## config.mk

```make
export PLATFORM = sky130hd
export DESIGN_NAME = hmmm_memory
export DESIGN_NICKNAME = d
export VERILOG_FILES = /design/src/rtl/hmmm_memory.sv
export SDC_FILE = /design/constraint.sdc
export NUM_CORES = 2
export LEC_CHECK = 0
export CORE_MARGIN = 8
export CORE_UTILIZATION = 48
export DETAILED_ROUTE_END_ITERATION = 8
export PLACE_DENSITY = 0.67
export REMOVE_ABC_BUFFERS = 1
export SYNTH_ARGS = -nofsm -noshare
export SYNTH_HDL_FRONTEND = slang
export SYNTH_SLANG_ARGS = --single-unit
```

## constraint.sdc

```tcl
create_clock -name clk -period 15.85 [get_ports clk]
set_input_delay 3.17 -clock clk [delete_from_list [all_inputs] [get_ports clk]]
set_output_delay 3.17 -clock clk [all_outputs]
set_load 0.05 [all_outputs]
```

## src/rtl/hmmm_memory.sv

```systemverilog
// Unified 256 x 15-bit instruction/data memory for the HMMM core, with a byte-stream
// program loader that holds the core in reset and a memory-mapped output register.
module hmmm_memory #(
    parameter int              AW       = 8,
    parameter int              IW       = 15,
    parameter int              DW       = 8,
    parameter logic [AW-1:0]   OUT_ADDR = 8'hFF
) (
    input  logic          clk,
    input  logic          reset,
    input  logic          MemWrite,
    input  logic [AW-1:0] adr,
    input  logic [DW-1:0] WriteData,
    output logic [IW-1:0] ReadData,
    output logic          cpu_reset,
    input  logic          load_start,
    input  logic          load_valid,
    input  logic [7:0]    load_data,
    output logic          load_ready,
    output logic          out_valid,
    output logic [DW-1:0] out_data
);

    typedef enum logic [1:0] {
        ST_HDR,
        ST_LO,
        ST_HI,
        ST_RUN
    } state_t;

    localparam logic [AW:0] FULL_COUNT = (AW+1)'(1 << AW);
    localparam logic [AW:0] LAST_WORD  = (AW+1)'(1);

    state_t        r_state;
    state_t        w_next_state;
    logic [AW-1:0] r_ptr;
    logic [AW:0]   r_remaining;
    logic [7:0]    r_lo;
    logic [IW-1:0] r_mem [0:(1<<AW)-1];

    logic          w_accept;
    logic          w_load_we;
    logic          w_core_we;
    logic          w_out_we;
    logic [IW-1:0] w_load_word;

    assign load_ready  = (r_state != ST_RUN);
    assign w_accept    = load_valid && load_ready;
    assign w_load_we   = (r_state == ST_HI) && w_accept;
    // The high byte's top bit is dropped; the word is {hi[6:0], lo}.
    assign w_load_word = {load_data[IW-9:0], r_lo};
    assign w_core_we   = !cpu_reset && MemWrite && (adr != OUT_ADDR);
    assign w_out_we    = !cpu_reset && MemWrite && (adr == OUT_ADDR);
    assign ReadData    = r_mem[adr];

    always_comb begin
        w_next_state = r_state;
        case (r_state)
            ST_HDR:  if (w_accept) w_next_state = ST_LO;
            ST_LO:   if (w_accept) w_next_state = ST_HI;
            ST_HI:   if (w_accept) w_next_state = (r_remaining == LAST_WORD) ? ST_RUN : ST_LO;
            ST_RUN:  if (load_start) w_next_state = ST_HDR;
            default: w_next_state = ST_HDR;
        endcase
    end

    // NOTE: sequential state uses non-blocking assignments so every register samples
    // the pre-edge values of its neighbours.
    always_ff @(posedge clk or posedge reset) begin
        if (reset) begin
            r_state     <= ST_HDR;
            r_ptr       <= '0;
            r_remaining <= '0;
            r_lo        <= '0;
            cpu_reset   <= 1'b1;
            out_valid   <= 1'b0;
            out_data    <= '0;
        end else begin
            r_state   <= w_next_state;
            cpu_reset <= (w_next_state != ST_RUN);
            out_valid <= w_out_we;
            if (w_out_we) out_data <= WriteData;

            if (w_accept) begin
                case (r_state)
                    ST_HDR: begin
                        r_remaining <= (load_data == 8'd0) ? FULL_COUNT : (AW+1)'(load_data);
                        r_ptr       <= '0;
                    end
                    ST_LO: r_lo <= load_data;
                    ST_HI: begin
                        r_ptr <= r_ptr + 1'b1;
                        if (r_remaining > LAST_WORD) r_remaining <= r_remaining - 1'b1;
                    end
                    default: ;
                endcase
            end
        end
    end

    // NOTE: the array has no reset so it maps onto RAM and keeps its contents across
    // a reset; only the loader and the core ever change it.
    always_ff @(posedge clk) begin
        if (w_load_we)      r_mem[r_ptr] <= w_load_word;
        else if (w_core_we) r_mem[adr]   <= IW'(WriteData);
    end

endmodule

```

==> reports/qor.csv <==
metric;value;unit
reg2reg end;r_mem[107][12];
critical path's top delay family;buffers and inverters;
Hold Fails Final Rpt;0;
die height;580;um
first-pass GRT wire length;601000;um
Hold Crit Class;reg2reg;
GRT Resource Usage Total;24.7;%
Post-CTS Hold Buffers;0;
clock power share;37.7;%
Remaining Overflow, GRT;0;
yosys warns;0;
Setup TNS;0;ns
R2R depth;8;
Logic pwr share;10.3;%
dpl hpwl;253000;um
CP Data Required Time;12.68;ns
root buf cell;clkbuf_16;
Final Critical Period;12.47;ns
Post-route DRC;0;
sequential share of power;52.0;%
Hold Startpoint;out_data[4];
Clock Sinks;3877;
Clk Latency, worst-skew pair;0.96;ns
CP max-delay cell;nor3_1;
syn_area_per_cell;20.6;um2
RSZ-0062 raised after global routing;no;
# setup viols final;0;
number of global-route vias before repair;78576;
max incr delay on CP;1.00;ns
Async S/R FF share, synth;0.954;%
initial antenna violation count;30;
io pins;55;
row count;207;
reg2reg start;r_state[1];
Post-synth EDFFs;3840;
Die X;580;um
Reg clk slew, reported paths;0.06;ns
dpl cells;11641;
top area cells in the synthesized netlist;edfxtp_1 76%, mux4_2 8.1%, mux2i_1 4.4%, mux4_1 2.0%, o221ai_1 1.3%;
failing checks;max-capacitance violations, max-slew violations;
initial core utilization;48.1;%
flop2flop setup slack;9.89;ns
Netlist cell types;80;
post-CTS sizing;0;
WS Path Type;in2out;
Synth Flop Type;edfxtp_1;
largest net degree at the start of global routing;189;
DRT Pass-1 Iters;9;
Nets;7880;
Net Switching;5.97;mW
Post-Syn Instances;7419;
crit-path most repeated cell;buf_4;
Post-CTS Repair Setup Buffers;0;
post-synth top area cell;edfxtp_1;
hold path depth;2;
Slew Viols, Final;3;
Netlist Area Pre-Place;0.153;mm2
critical path cell sequence;buf_6 > nand2_8 > buf_4 > buf_4 > o221ai_1 > a21oi_1 > nor3_1 > o32ai_1 > buf_4 > a211oi_1 > clkdlybuf4s50_1;
worst path arrival time;9.30;ns
Net Sw Frac;24.9;%
final worst path period share;78.6;%
fraction of layout cells with a size suffix above 1;19.8;%
initial DRC count;11930;
Hold EP;out_data[4];
TritonCTS clock tree;done;
area grow syn2layout;11.9;%
CP bufs+invs;5;
share of the synthesized area in the top cell type;75.5;%
final WL;430000;um
H-tree levels;5;
Inserted Clock Buffers;385;
clk_skew;0.0850;ns
max_slew headroom;-2.50;%
gpl congestion;0.884;
power density cells;141;mW/mm2
P_leak;55.2;nW
DR vias;80491;
Final ANT Viol Nets;0;
drt wl/cell;34.8;um
Peak Freq;80.2;MHz
internal power;18.0;mW
Port-buffer cells;54;
Max-cap violations;2;
Longest Clk Path Bufs;4;
CORE AREA;0.317;mm2
startpoint types;input port;
post-synthesis sequential area ratio;76.1;%
die area;0.336;mm2
VDD IR-drop max;230;uV
status;finished with violations;
Crit. End Element;output pin;
crit path max fanout;58;
worst-margin pin slew;1.53;ns
vias per cell;6.51;
flops & latches, synth;3877;
Post-Layout Cell Count;12363;
[worst max-delay path by stage]
stage | startpoint | endpoint | cells after the start
final | adr[2] | ReadData[14] | 11
after global routing | adr[2] | ReadData[14] | 11
after CTS | adr[2] | ReadData[14] | 11
after detailed placement | adr[2] | ReadData[14] | 11
after global placement | adr[1] | ReadData[7] | 12
after floorplan | adr[1] | ReadData[7] | 7
[layer usage]
metal / GRT usage [%] / wire [um] / up-vias
met4: 10.7 / 21600 / 6
li1: - / - / 32009
met2: 38.1 / 197000 / 5310
met5: 0 / 40 / -
met3: 5.86 / 50200 / 926
met1: 33.8 / 161000 / 42240
[worst register-to-register path, cell delays in order, from the launching register on]
cell and delay [ns]:
dfrtp_1 0.87, nand3b_1 0.63, o311a_2 0.63, o21ai_0 0.74
o21ai_0 0.48, nand2b_2 0.71, buf_4 0.44, nor2_1 0.72
buf_4 0.35
[power groups by stage]
stage / Combinational (mW) / Sequential, mW / Clock (mW)
finish: 2.48 / 12.5 / 9.05
global route: 2.58 / 12.5 / 9.51
detailed placement: 2.45 / 12.7 / 0
global placement: 2.33 / 12.7 / 0
CTS: 2.45 / 12.5 / 9.12
floorplan: 1.12 / 13.0 / 0
[synthesized netlist by cell type, drive strengths merged, types with 9 or more instances]
cell and instances:
edfxtp 3840, mux2i 677, mux4 663, nor2 355
buf 293, o221ai 234, a21oi 193, nand2 177
o22ai 162, clkbuf 153, o21ai 107, nor3 71
a22oi 60, nand3 51, dfrtp 36, a31oi 28
nand2b 27, mux2 25, a211oi 21, nor2b 21
nor4 21, a221oi 19, a22o 16, o211ai 15
and2 14, nand4 12, or3 12, inv 9
o311ai 9
[cell families (layout without fill, tap and decap cells)]
group	after synthesis	count (layout)	share of synthesized area, %
DFF	3877	3877	76.1
and+or+nand+nor	793	793	2.33
adders and majority gates	3	3	0.0246
muxes	1365	1365	14.7
buffers and inverters	457	1193	2.63
AOI/OAI and AO/OA	924	924	4.21
other	0	28	0
[flip-flops by register name, indices dropped and copies added, names as in the netlist]
register and cells:
out_data 8, r_remaining 9, r_state 2, r_lo 8, cpu_reset 1, out_valid 1
r_ptr 8, r_mem 3840
[layout make-up]
| cell class | count | area, um2 |
|---|---|---|
| Antenna cell | 28 | 70.1 |
| Clock buffer | 470 | 10000 |
| Clock inverter | 224 | 2420 |
| Fill cell | 23741 | 146000 |
| Inverter | 11 | 53.8 |
| Multi-Input combinational cell | 3085 | 32700 |
| Sequential cell | 3877 | 116000 |
| Tap cell | 4180 | 5230 |
| Timing Repair Buffer | 488 | 4040 |
[through the flow]
step | utilization, % | total power [mW] | setup slack (ns) | area (um2) | hold slack, ns
after floorplan | - | 14.1 | 2.93 | 149000 | 0.465
after global routing | 53.8 | 24.6 | 3.48 | 171000 | 0.513
after global placement | 49.9 | 15.0 | 3.40 | 158000 | 0.461
final | 53.8 | 24.0 | 3.38 | 171000 | 0.485
after detailed placement | 49.9 | 15.1 | 3.53 | 158000 | 0.466
after CTS | 53.8 | 24.0 | 3.52 | 171000 | 0.492
[cell usage in the layout (no fill, tap or decap), types with 69 or more instances in the layout]
master / instances
nand2_1: 168
mux4_1: 117
edfxtp_1: 3840
nor3_1: 69
mux2i_1: 677
o221ai_1: 225
nor2_1: 344
mux4_2: 546
o21ai_0: 91
buf_4: 417
a21oi_1: 193
clkbuf_1: 81
clkinv_1: 93
o22ai_1: 162
clkbuf_16: 389
Note: power is estimated with default switching activity, not from simulation.
